==> src/rtl/seq_mac_alu.sv <==
// Handshaked execute-stage ALU with accumulator and iterative shift-add MUL/MAC.
// Define MAC_SATURATE_EN to make the MAC accumulate saturate on signed overflow.
module seq_mac_alu #(
    parameter int WIDTH = 32
) (
    input  logic             clk,
    input  logic             rst_n,
    input  logic             in_valid,
    output logic             in_ready,
    input  logic [3:0]       ALUControl,
    input  logic [WIDTH-1:0] A,
    input  logic [WIDTH-1:0] B,
    output logic             out_valid,
    input  logic             out_ready,
    output logic [WIDTH-1:0] Result,
    output logic             Carry,
    output logic             OverFlow,
    output logic             Zero,
    output logic             Negative,
    output logic [WIDTH-1:0] Accumulator,
    output logic             busy
);
    localparam int CW = $clog2(WIDTH) + 1;
    localparam logic [3:0] OP_ADD = 4'd0, OP_SUB = 4'd1, OP_AND = 4'd2, OP_OR = 4'd3,
                           OP_MAC = 4'd4, OP_MUL = 4'd5, OP_CLR = 4'd6, OP_LD  = 4'd7;

    typedef enum logic [1:0] {IDLE, MULT, DONE} state_t;
    state_t state, state_nxt;

    logic             is_mac;
    logic [CW-1:0]    cnt;
    logic [WIDTH-1:0] mcand, mplier, prod, acc;
    logic             mul_op, last;

    assign mul_op      = (ALUControl == OP_MUL) || (ALUControl == OP_MAC);
    assign last        = (cnt == CW'(WIDTH - 1));
    assign Accumulator = acc;

    always_ff @(posedge clk) begin
        if (!rst_n) state <= IDLE;
        else        state <= state_nxt;
    end

    always_comb begin
        state_nxt = state;
        in_ready  = 1'b0;
        out_valid = 1'b0;
        busy      = 1'b0;
        case (state)
            IDLE: begin
                in_ready = 1'b1;
                if (in_valid) state_nxt = mul_op ? MULT : DONE;
            end
            MULT: begin
                busy = 1'b1;
                if (last) state_nxt = DONE;
            end
            DONE: begin
                out_valid = 1'b1;
                if (out_ready) state_nxt = IDLE;
            end
            default: state_nxt = IDLE;
        endcase
    end

    // Single-cycle ops evaluated straight from the operands on accept.
    logic [WIDTH:0]   sum_add, sum_sub;
    logic [WIDTH-1:0] s_res;
    logic             s_c, s_v;

    always_comb begin
        sum_add = {1'b0, A} + {1'b0, B};
        sum_sub = {1'b0, A} + {1'b0, ~B} + {{WIDTH{1'b0}}, 1'b1};
        s_res   = '0;
        s_c     = 1'b0;
        s_v     = 1'b0;
        case (ALUControl)
            OP_ADD: begin
                s_res = sum_add[WIDTH-1:0];
                s_c   = sum_add[WIDTH];
                s_v   = (A[WIDTH-1] == B[WIDTH-1]) && (s_res[WIDTH-1] != A[WIDTH-1]);
            end
            OP_SUB: begin
                s_res = sum_sub[WIDTH-1:0];
                s_c   = sum_sub[WIDTH];
                s_v   = (A[WIDTH-1] != B[WIDTH-1]) && (s_res[WIDTH-1] != A[WIDTH-1]);
            end
            OP_AND:  s_res = A & B;
            OP_OR:   s_res = A | B;
            OP_LD:   s_res = A;
            default: s_res = '0;
        endcase
    end

    // Final iteration folds its partial product in combinationally so MAC can
    // retire on the same edge that leaves MULT.
    logic [WIDTH-1:0] prod_nxt, mac_sum, mac_res, fin_res;
    logic             mac_v;

    always_comb begin
        prod_nxt = prod + (mplier[0] ? mcand : '0);
        mac_sum  = acc + prod_nxt;
        mac_v    = (acc[WIDTH-1] == prod_nxt[WIDTH-1]) && (mac_sum[WIDTH-1] != acc[WIDTH-1]);
        mac_res  = mac_sum;
`ifdef MAC_SATURATE_EN
        if (mac_v) mac_res = acc[WIDTH-1] ? {1'b1, {(WIDTH-1){1'b0}}} : {1'b0, {(WIDTH-1){1'b1}}};
`endif
        fin_res  = is_mac ? mac_res : prod_nxt;
    end

    always_ff @(posedge clk) begin
        if (!rst_n) begin
            is_mac   <= 1'b0;
            cnt      <= '0;
            mcand    <= '0;
            mplier   <= '0;
            prod     <= '0;
            acc      <= '0;
            Result   <= '0;
            Carry    <= 1'b0;
            OverFlow <= 1'b0;
            Zero     <= 1'b0;
            Negative <= 1'b0;
        end else begin
            case (state)
                IDLE: if (in_valid) begin
                    is_mac <= (ALUControl == OP_MAC);
                    cnt    <= '0;
                    mcand  <= A;
                    mplier <= B;
                    prod   <= '0;
                    if (!mul_op) begin
                        Result   <= s_res;
                        Carry    <= s_c;
                        OverFlow <= s_v;
                        Zero     <= (s_res == '0);
                        Negative <= s_res[WIDTH-1];
                        if (ALUControl == OP_CLR) acc <= '0;
                        if (ALUControl == OP_LD)  acc <= A;
                    end
                end
                MULT: begin
                    prod   <= prod_nxt;
                    mcand  <= mcand << 1;
                    mplier <= mplier >> 1;
                    cnt    <= cnt + CW'(1);
                    if (last) begin
                        if (is_mac) acc <= mac_res;
                        Result   <= fin_res;
                        Carry    <= 1'b0;
                        OverFlow <= is_mac && mac_v;
                        Zero     <= (fin_res == '0);
                        Negative <= fin_res[WIDTH-1];
                    end
                end
                default: ;
            endcase
        end
    end
endmodule

==> config.mk <==
export PLATFORM = sky130hd
export DESIGN_NAME = seq_mac_alu
export DESIGN_NICKNAME = d
export VERILOG_FILES = /design/src/rtl/seq_mac_alu.sv
export SDC_FILE = /design/constraint.sdc
export NUM_CORES = 1
export LEC_CHECK = 0
export BUFFER_PORTS_ARGS = -buffer_cell sky130_fd_sc_hd__buf_2
export CAP_MARGIN = 30
export CORE_MARGIN = 8
export CORE_UTILIZATION = 45
export DETAILED_ROUTE_END_ITERATION = 8
export PLACE_DENSITY = 0.67
export SYNTH_ARGS = -nofsm -noshare
export SYNTH_HDL_FRONTEND = slang
export SYNTH_SLANG_ARGS = --single-unit
export TNS_END_PERCENT = 1
==> constraint.sdc <==
create_clock -name clk -period 6.3 [get_ports clk]
set_input_delay 0 -clock clk [delete_from_list [all_inputs] [get_ports clk]]
set_output_delay 0 -clock clk [all_outputs]
set_load 0.005 [all_outputs]
---- Word-level counts from Yosys, hierarchy flattened ----
Cells that the tools add are included.
cells by class
  eq/ne operators ......................... 22
  bitwise operators ....................... 3
  multiplexer cells ....................... 48
  add/sub/neg operators ................... 6
  reduce and logical (&&, ||, !) cells .... 15
operators with widths
  cell                   number
  $mux 32                14
  $pmux 32 s2            5
  $pmux 32 s5            1
  $add 32x32->33         2
  $add 32x32->32         2
  $logic_not 32->1       2
  $add 33x1->33 const B  1
  $and 32x32->32         1
  $not 32->32            1
  $or 32x32->32          1
  $eq 4x3->1 const B     4
  $mux 1                 15
  $pmux 1 s2             6
  $pmux 6 s2             1
  $ne 2x2->1 const B     5
  $eq 4x2->1 const B     2
  $mux 2                 4
  $add 6x1->6 const B    1
  $eq 6x5->1 const B     1
  $mux 6                 1
  $pmux 2 s3             1
  $reduce_and 6->1       1
  $eq 4x1->1 const B     1
  $logic_and 1x1->1      4
  other kinds (12)       17
storage, ports and cells
  logic and storage cells ................. 106
  output and inout port bits .............. 71
  bits of input ports ..................... 72
  bits in registers ....................... 173

---- Longest topological paths before layout ----
Gate-level depths: netlist of the first run.
  word-level depth ........................ 9
  mapped depth ............................ 25
  depth with buffers taken out ............ 24

---- Least setup slack after synthesis of the first run ----
OpenSTA, ideal clock, no wires.
  path kind ............................... register to register
  start ................................... register mplier[0]
  end ..................................... register Zero
  arrival time ............................ 4.970 ns
  period minus slack after synthesis ...... 5.039 ns
  buffers on the path ..................... 0
  library setup time ...................... 0.069 ns
  setup slack ............................. 1.261 ns
  data required time ...................... 6.231 ns
  cell stages (with the launch flop) ...... 25
  path through ............................ dfxtp_1 > and2_1 > ha_1 > fa_1 > a21o_1 > a2111oi_4 > o221ai_2 > a21oi_2 > nand4b_1 > nand2_1 > xor2_1 > ha_1 > a21oi_1 > o21ai_0 > nor3_1 > o21ai_1 > a221o_1 > a21o_1 > a221oi_1 > o21bai_1 > or2_1 > a21o_1 > xnor2_1 > nand4b_1 > o21ai_1
on the way
  cells in the longest elaborated chain, start to end .. 7
RTL lines
  item                    line  text
  from (decl)             32    logic [WIDTH-1:0] mcand, mplier, prod, acc;
  from (signal assigned)  145   mplier <= mplier >> 1;
  $mux 32 *               101   prod_nxt = prod + (mplier[0] ? mcand : '0);
  $add 32x32->32 *        101
  $add 32x32->32          102   mac_sum = acc + prod_nxt;
  $mux 32 *               108   fin_res = is_mac ? mac_res : prod_nxt;
  $logic_not 32->1 *      152   Zero <= (fin_res == '0);
  $mux 1 *                147   if (last) begin
  $pmux 1 s2 *            125   case (state)
  to (signal assigned)    136   Zero <= (s_res == '0);
  to (signal assigned)    152
  to (decl)               18    output logic Zero,
Every way passes the cells marked *; elsewhere a longest branch is shown, timed or not. The select of a mux whose other input is x is not followed.
A chain may end at the register's enable or synchronous reset.

---- Final worst setup path of the first run ----
  start ................................... register mcand[0]
  end ..................................... register Zero
on the way
  cells in the longest elaborated chain, start to end .. 7
RTL lines
  item                    line  text
  from (decl)             32
  from (signal assigned)  144   mcand <= mcand << 1;
  $mux 32 *               101
  $add 32x32->32 *        101
  $add 32x32->32          102
  $mux 32 *               108
  $logic_not 32->1 *      152
  $mux 1 *                147
  $pmux 1 s2 *            125
Marked as above.

==> impl_metrics.yaml, run 1 <==
critical_path:
  crit_path_start_kind: "register"
  critPathBufInv: 0
  crit_path_top_delay_cell: "a2111oi_4"
  crit_chain: "and2_1 -> ha_1 -> fa_1 -> a21o_1 -> a2111oi_4 -> o221ai_2 -> a21oi_2 -> nand4b_1 -> nand2_1 -> xor2_1 -> ha_1 -> a21oi_1 -> o21ai_0 -> nor3_1 -> o21ai_1 -> a221o_1 -> a21o_1 -> a221oi_1 -> o21bai_1 -> or2_1 -> a21o_1 -> xnor2_1 -> nand4b_1 -> o21ai_1"
  crit_family: "compound AO/OA/AOI/OAI gates"
  worstPathArrival_ps: 6280
  path_class: "reg -> reg"
  cp_max_fo: 7
  crit_path_frequent_cell: "a21o_1"
  critPathRequiredTime_ps: 6680
  critPathCaptureType: "register"
  cpPeakStageDelay_ps: 470
floorplanning:
  rows: 69
  dieHeight_microns: 206
  io_pins: 143
  core_area_sq_um: 35700
  die_w_microns: 206
  initial_core_util_pct: 45.8
  die-area_sq_um: 42600
finish:
  finalNetCount: 2466
  layout_common_cells: "nand2_1, a21oi_1, nor2_1"
  drive_gt1_share_pct: 10.7
  syn2layout_area_growth_pct: 9.63
  fillers: 3598
  final_common_cell: "nand2_1"
sta:
  max_slew_margin_pct: 31.1
  period_share_pct: 93.6
  drv_slew: 0
  hold_viol_final: 0
  max_clock_freq_mhz: 170
  rsz0062_at_grt: "no"
  setup_viol: 0
  fin_skew_ps: 11.9
  setup_slack_ps: 401
  tightestPinTransition_ps: 1030
  min_period_ps: 5900
  finalSetupTns_ps: 0
detailed_routing:
  via_per_inst: 6.34
  top_layer: "met4"
  wl_met2_mm: 25.5
  drc_errors: 0
  wire_per_inst_microns: 22.5
  vias: 17120
  firstDrtPassIters: 6
  wl_met1_mm: 28.2
  drtIter0Drc: 2059
  postRouteWirelength_mm: 60.8
  met3_length_mm: 5.69
  ant_nets: 0
clock_tree:
  clk_latency_ps: 450
  cts_buffer_depth: 2
  clock_sinks: 172
  ctsResizeCount: 0
  post_cts_buffers: 0
  root_buffer: "clkbuf_16"
  holdBufCountCts: 13
  h-tree-depth: 4
  cts_buffers: 17
  cts.reportedPaths.clkPinSlew_ps: 80
  cts_tree: "yes"
yosys:
  yosysTopAreaCell: "dfxtp_1"
  synth_cells: 2190
  synth_warnings: 0
  synthTopCellsByArea: "dfxtp_1, ha_1, a21oi_1"
  ys_ff_latch: 172
  ys_seq_area_share_pct: 21.1
  netlist_area_sq_um: 16300
  yosys.cell_types.count: 88
  syn-num-nets: 2429
  synth.top_cell.area_share_pct: 21.1
  syn_area_per_cell_sq_um: 7.45
  synth_edf_count: 0
  async_reset_ff_share_pct: 0
  synth_flop_cell: "dfxtp_1"
grt:
  antenna_found_initial: 2
  grt_max_degree: 100
  grt_pass1_wl_mm: 93.4
  grt_pass1_vias: 16045
  gr-usage-all-layers_pct: 27.9
  grt.overflow.total: 0
worst_hold_path:
  holdCritPathClass: "in -> reg"
placement:
  post-place-ws_ps: 483
  routabilityCongestion: 0.961
  dp_hpwl_mm: 46.0
  numPortBuffers: 142
power:
  peakVddDrop_mv: 0.199
  power_density_nw_per_um2: 179
  leakage_nw: 8.02
run_status:
  status: "completed"
run:
  drv_cap: 0
## worst paths after layout
kind / start / to / slack [ps] / cells after the start
worst max register to register: mcand[0]$_SDFFE_PN0P_ / Zero$_SDFFE_PN0P_ / 400 / 24
worst min register to register: prod[15]$_SDFFE_PN0P_ / prod[15]$_SDFFE_PN0P_ / 480 / 2
worst max-delay path: mcand[0]$_SDFFE_PN0P_ / Zero$_SDFFE_PN0P_ / 400 / 24
worst min-delay path: B[0] / mplier[0]$_SDFFE_PN0P_ / 20 / 4
## through the flow
step           instance area, sq um  power [mW]  hold WS [ps]  utilization (%)  cells
2_1_floorplan                 16300        1.79           136                -   2190
5_1_grt                       17900        3.33          33.2             50.2   2702
6_report                      17900        3.20          19.0             50.2   2702
3_3_place_gp                  17200        2.06           286             48.2   2656
4_1_cts                       17900        3.19          5.90             50.2   2700
3_5_place_dp                  17200        2.07           295             48.2   2656
## logic make-up after synthesis
kind of cell	after synthesis	share of synthesized area [%]
compound gates	755	32.1
xor+xnor	87	4.72
fa+ha+maj	167	13.0
buf+inv	270	6.42
flops	172	21.1
mux	32	2.04
simple gates	707	20.6
## cell type report
class,instances,area (sq um),share of cell area (%)
multi-input cells,1748,11900,66.4
well taps,461,577,3.22
inverters,114,428,2.39
clock inverters,12,125,0.699
repair buffers,174,983,5.50
clock buffers,19,453,2.53
flip-flops and latches,172,3440,19.3
diodes,2,5.00,0.0280
## power by group
part	total, mW	internal, mW	switching [mW]
sequential	1.19	1.14	0.0459
combinational	0.884	0.312	0.571
clock	1.12	0.578	0.545
total	3.20	2.03	1.16
## per-layer routing
layer | GRT usage, % | vias up
met2 | 41.6 | 842
met3 | 4.51 | 78
met4 | 8.28 | 0
li1 | - | 8105
met1 | 40.6 | 8095
met5 | 0 | -
## cells in the mapped netlist, types with 9 or more instances
cell	n
a31oi_1	14
nor4_1	17
buf_2	13
a221oi_1	28
nor2_1	181
o211ai_1	87
a21oi_1	192
nand4_1	24
nand3_1	89
a21o_1	48
o221ai_1	9
nand2b_1	13
a22oi_1	32
buf_1	11
xnor2_1	61
a311oi_1	16
a211oi_1	26
o21ai_1	9
or3_1	12
o211a_1	57
clkbuf_1	127
o21a_1	13
o31ai_1	14
o21bai_1	22
nand2_1	217
nor2b_1	16
mux2_2	10
ha_1	163
inv_1	112
a21boi_0	10
dfxtp_1	172
and3_1	15
o21ai_0	106
and2_1	41
nor3_1	37
xor2_1	25
mux2i_1	22
## tightest hold or removal path: cells and delay by family
family	cells	cell delay [ps]
buffers and inverters	2	200
AOI/OAI and AO/OA	2	230
## sequential cells by signal (all words and copies together) (netlist names)
register / flops
Accumulator: 32
mcand: 32
mplier: 32
prod: 32
Result: 31
cnt: 6
state: 2
Carry: 1
Negative: 1
OverFlow: 1
Zero: 1
is_mac: 1
Power figures use the tool's default switching activity.
==> run 2, diff against run 1 <==
--- a/config.mk
+++ b/config.mk
@@ -8,9 +8,9 @@
 export BUFFER_PORTS_ARGS = -buffer_cell sky130_fd_sc_hd__buf_2
 export CAP_MARGIN = 30
 export CORE_MARGIN = 8
-export CORE_UTILIZATION = 45
+export CORE_UTILIZATION = 46
 export DETAILED_ROUTE_END_ITERATION = 8
-export PLACE_DENSITY = 0.67
+export PLACE_DENSITY = 0.68
 export SYNTH_ARGS = -nofsm -noshare
 export SYNTH_HDL_FRONTEND = slang
 export SYNTH_SLANG_ARGS = --single-unit
==> impl_metrics.yaml, run 2 (synthesized netlist as in run 1, its figures left out) <==
clock_tree:
  cts.reportedPaths.clkPinSlew_ps: 80
  cts_tree: "yes"
  clock_sinks: 172
  root_buffer: "clkbuf_16"
  cts_buffer_depth: 2
  clk_latency_ps: 460
  cts_buffers: 17
  h-tree-depth: 4
floorplanning:
  rows: 69
  die_w_microns: 204
  dieHeight_microns: 204
  io_pins: 143
  die-area_sq_um: 41800
  initial_core_util_pct: 46.3
  core_area_sq_um: 35200
detailed_routing:
  drc_errors: 0
  ant_nets: 0
  via_per_inst: 6.34
  drtIter0Drc: 2026
  postRouteWirelength_mm: 61.1
  wire_per_inst_microns: 22.5
  vias: 17229
  firstDrtPassIters: 6
run:
  drv_cap: 0
grt:
  grt_pass1_wl_mm: 93.3
  grt_pass1_vias: 16193
  antenna_found_initial: 1
  gr-usage-all-layers_pct: 28.1
  grt.overflow.total: 0
  grt_max_degree: 88
finish:
  drive_gt1_share_pct: 10.9
  final_common_cell: "nand2_1"
  fin_area_sq_um: 18000
  syn2layout_area_growth_pct: 10.6
  fillers: 3492
  layout_common_cells: "nand2_1, a21oi_1, nor2_1"
  fin_util_pct: 51.2
  finalNetCount: 2480
sta:
  setup_viol: 0
  period_share_pct: 92.4
  min_period_ps: 5820
  fin_skew_ps: 15.9
  timing.hold.ws_ps: 17.0
  drv_slew: 0
  max_clock_freq_mhz: 172
  rsz0062_at_grt: "no"
  finalSetupTns_ps: 0
  tightestPinTransition_ps: 1100
  max_slew_margin_pct: 26.2
  hold_viol_final: 0
critical_path:
  crit_path_start_kind: "register"
  worstPathArrival_ps: 6220
  critPathCaptureType: "register"
  rrSetupSlack_ps: 480
  critPathRequiredTime_ps: 6700
  path_class: "reg -> reg"
  cp_max_fo: 7
placement:
  dp_hpwl_mm: 46.2
  numPortBuffers: 142
  routabilityCongestion: 0.952
  post_dp_cell_area_sq_um: 17200
worst_hold_path:
  holdCritPathClass: "in -> reg"
power:
  peakVddDrop_mv: 0.201
  power_density_nw_per_um2: 178
  leakage_nw: 8.09
run_status:
  status: "completed"
==> run 2: cell types whose count changed in the layout (fill, tap and decap cells not counted), sizes merged <==
| cell | change |
|---|---|
| buf | +4 |
| clkbuf | -2 |
| dlygate4sd3 | +10 |
| clkinv | +2 |
| clkinvlp | +2 |
| inv | -1 |
| diode | -1 |
==> run 2: stage by stage <==
step                setup slack, ps  total power [mW]  instances
finish                          476              3.21       2716
global route                   41.7              3.35       2716
CTS                             449              3.21       2714
detailed placement              500              2.07       2659
global placement                665              2.06       2659
floorplan                      1260              1.79       2190
==> run 2: power breakdown <==
| group | switching, mW | internal [mW] |
|---|---|---|
| logic | 0.573 | 0.318 |
| clock network | 0.566 | 0.569 |
| registers | 0.0440 | 1.14 |
| total | 1.18 | 2.03 |
==> run 2: final timing paths <==
check | start | to | cells past startpoint
max | mcand[0]$_SDFFE_PN0P_ | Zero$_SDFFE_PN0P_ | 24
max reg2reg | mcand[0]$_SDFFE_PN0P_ | Zero$_SDFFE_PN0P_ | 24
min reg2reg | prod[13]$_SDFFE_PN0P_ | prod[13]$_SDFFE_PN0P_ | 2
min | B[4] | mplier[4]$_SDFFE_PN0P_ | 4
==> run 2: area by class of cell <==
cell class                 instances  area [sq um]  area share [%]
clock inverter                    15           179           0.991
inverter                         114           428            2.37
timing repair buffer             188          1110            6.17
antenna                            1          2.50          0.0139
clock buffer                      17           425            2.36
sequential                       172          3440            19.1
tap                              461           577            3.20
multi-input combinational       1748         11900            65.8
==> run 2: what timing repair did <==
item	4_1_cts	5_1_grt
hold buffers	23	0
setup endpoints to repair	0	1
gates resized for setup	0	1
hold endpoints to repair	24	0
buffers inserted	0	1
==> run 2: critical path: stages (launching register included) <==
cell	delay, ps
dfxtp_1	320
and2_1	150
ha_1	220
fa_1	440
a21o_1	230
a2111oi_4	480
o221ai_2	180
a21oi_2	230
nand4b_1	140
nand2_1	100
xor2_1	250
ha_1	370
a21oi_2	230
o21ai_0	140
nor3_1	150
o21ai_1	110
a221o_1	380
a21o_1	230
a221oi_1	310
o21bai_1	170
or2_1	250
a21o_1	170
xnor2_1	140
nand4b_1	200
o21ai_1	140
==> run 2: per-layer routing <==
| metal | up-vias | wire length [microns] | track usage [%] |
|---|---|---|---|
| met4 | 0 | 2070 | 10.7 |
| li1 | 8119 | - | - |
| met5 | - | 0 | 0 |
| met3 | 113 | 5820 | 4.26 |
| met2 | 857 | 25500 | 41.3 |
| met1 | 8140 | 27600 | 40.5 |
==> run 3, diff against run 2 <==
--- a/config.mk
+++ b/config.mk
@@ -5,12 +5,14 @@
 export SDC_FILE = /design/constraint.sdc
 export NUM_CORES = 1
 export LEC_CHECK = 0
-export BUFFER_PORTS_ARGS = -buffer_cell sky130_fd_sc_hd__buf_2
+export BUFFER_PORTS_ARGS = -buffer_cell sky130_fd_sc_hd__clkbuf_2
 export CAP_MARGIN = 30
 export CORE_MARGIN = 8
 export CORE_UTILIZATION = 46
 export DETAILED_ROUTE_END_ITERATION = 8
+export GPL_TIMING_DRIVEN = 0
 export PLACE_DENSITY = 0.68
+export RECOVER_POWER = 100
 export SYNTH_ARGS = -nofsm -noshare
 export SYNTH_HDL_FRONTEND = slang
 export SYNTH_SLANG_ARGS = --single-unit
==> impl_metrics.yaml, run 3 (synthesized netlist as in run 1, its figures left out) <==
detailed_routing:
  firstDrtPassIters: 9
  drtIter0Drc: 2214
  wire_per_inst_microns: 24.9
  postRouteWirelength_mm: 70.7
  ant_nets: 0
  drc_errors: 0
  vias: 18471
  via_per_inst: 6.50
critical_path:
  path_class: "reg -> reg"
  crit_path_start_kind: "register"
  rr_worst_depth: 23
  endpoint: "Zero$_SDFFE_PN0P_"
  worstPathArrival_ps: 6430
  critPathRequiredTime_ps: 6690
  cpPeakStageDelay_ps: 460
  r2r-start: "mplier[0]$_SDFFE_PN0P_"
  crit_path_top_delay_cell: "fa_1"
  crit_chain: "and2_0 -> ha_1 -> fa_1 -> a21o_1 -> a2111oi_4 -> o221ai_1 -> a21oi_2 -> xnor2_1 -> ha_1 -> clkbuf_1 -> a21oi_1 -> nor2b_1 -> nor2_1 -> o31ai_1 -> a311oi_1 -> o21bai_1 -> xor2_1 -> mux2_2 -> nor4_2 -> nand4_1 -> nor4_2 -> nand4b_1 -> o21ai_1"
  critPathCaptureType: "register"
  r2r_end: "Zero$_SDFFE_PN0P_"
  cp_max_fo: 7
  rrSetupSlack_ps: 270
  crit_start: "mplier[0]$_SDFFE_PN0P_"
floorplanning:
  io_pins: 143
  dieHeight_microns: 204
  initial_core_util_pct: 46.3
  die_w_microns: 204
  die-area_sq_um: 41800
  rows: 69
  core_area_sq_um: 35200
power:
  leakage_nw: 7.98
  power_density_nw_per_um2: 176
  peakVddDrop_mv: 0.175
run_status:
  violations: "max-capacitance violations, max-slew violations"
  status: "complete, but fails checks"
finish:
  syn2layout_area_growth_pct: 12.3
  layout_common_cells: "nand2_1, a21oi_1, nor2_1"
  finalNetCount: 2608
  fillers: 3541
  fin_area_sq_um: 18300
  drive_gt1_share_pct: 8.02
  fin_cells: 2843
  fin_util_pct: 52.0
  final_common_cell: "nand2_1"
clock_tree:
  clock_sinks: 172
  h-tree-depth: 4
  cts_buffers: 17
  cts_buffer_depth: 2
  cts_tree: "yes"
  root_buffer: "clkbuf_16"
  clk_latency_ps: 460
  cts.reportedPaths.clkPinSlew_ps: 70
sta:
  timing.hold.ws_ps: 27.4
  setup_viol: 0
  max_clock_freq_mhz: 166
  tightestPinTransition_ps: 1620
  min_period_ps: 6030
  drv_slew: 11
  max_slew_margin_pct: -8.58
  hold_viol_final: 0
  period_share_pct: 95.8
  fin_skew_ps: 12.5
placement:
  numPortBuffers: 141
  dp.cells: 2793
  dp_hpwl_mm: 57.2
  routabilityCongestion: 1.02
  post_dp_cell_area_sq_um: 17600
run:
  drv_cap: 1
grt:
  grt.overflow.total: 0
  grt_max_degree: 17
  gr-usage-all-layers_pct: 32.5
  grt_pass1_vias: 17387
  antenna_found_initial: 2
  grt_pass1_wl_mm: 105
worst_hold_path:
  holdCritPathClass: "in -> reg"
  min_path_cells: 4
## run 3: per-stage QoR
stage               setup TNS, ps  power [mW]  setup WS, ps
finish                          0        3.22           266
global route                -45.1        3.32         -33.0
CTS                             0        3.17          19.8
detailed placement              0        2.12          35.9
global placement                0        2.11           130
floorplan                       0        1.79          1260
## run 3: cell type report
type	instances	area, sq um	share of cell area, %
clock inverters	13	140	0.765
flip-flops and latches	172	3440	18.8
repair buffers	160	831	4.53
clock buffers	18	429	2.34
inverters	114	428	2.34
well taps	461	577	3.15
diodes	1	2.50	0.0137
plain buffers	156	621	3.39
multi-input cells	1748	11900	64.7
## run 3: how the worst min path moves through the flow
stage | endpoint | start | slack, ps
after floorplan | mplier[31]$_SDFFE_PN0P_ | B[31] | 140
final | mplier[0]$_SDFFE_PN0P_ | B[0] | 30
after global placement | mplier[31]$_SDFFE_PN0P_ | B[31] | 330
after CTS | Accumulator[24]$_SDFFE_PN0P_ | A[24] | 5
after global routing | Accumulator[24]$_SDFFE_PN0P_ | A[24] | 20
after detailed placement | mplier[31]$_SDFFE_PN0P_ | B[31] | 340
## run 3: worst max-delay path: cells and delay by family, from the launching register on
| kind | cells | cell delay (ps) |
|---|---|---|
| AND/OR/NAND/NOR | 7 | 1430 |
| AO/OA/AOI/OAI | 9 | 2220 |
| adder cells (fa/ha/maj) | 3 | 990 |
| flip-flops | 1 | 380 |
| multiplexers | 1 | 330 |
| buffers and inverters | 1 | 190 |
| XOR/XNOR | 2 | 420 |
## run 3: repair_timing
item,CTS,global route
hold buffers,16,0
hold endpoints to repair,17,0
setup endpoints to repair,0,7
setup buffers,0,2
resized for setup,0,11
## run 3: metal layers
layer	vias up	track usage [%]	share of wire (%)
met3	183	5.88	9.7
met2	1098	51.9	45
met1	8809	42.2	41
li1	8381	-	-
met5	-	0.357	0
met4	0	14.8	4.7
## run 3: power by group
group          total (mW)  switching, mW  internal (mW)
clock network        1.07          0.487          0.584
logic               0.950          0.633          0.317
registers            1.20         0.0524           1.14
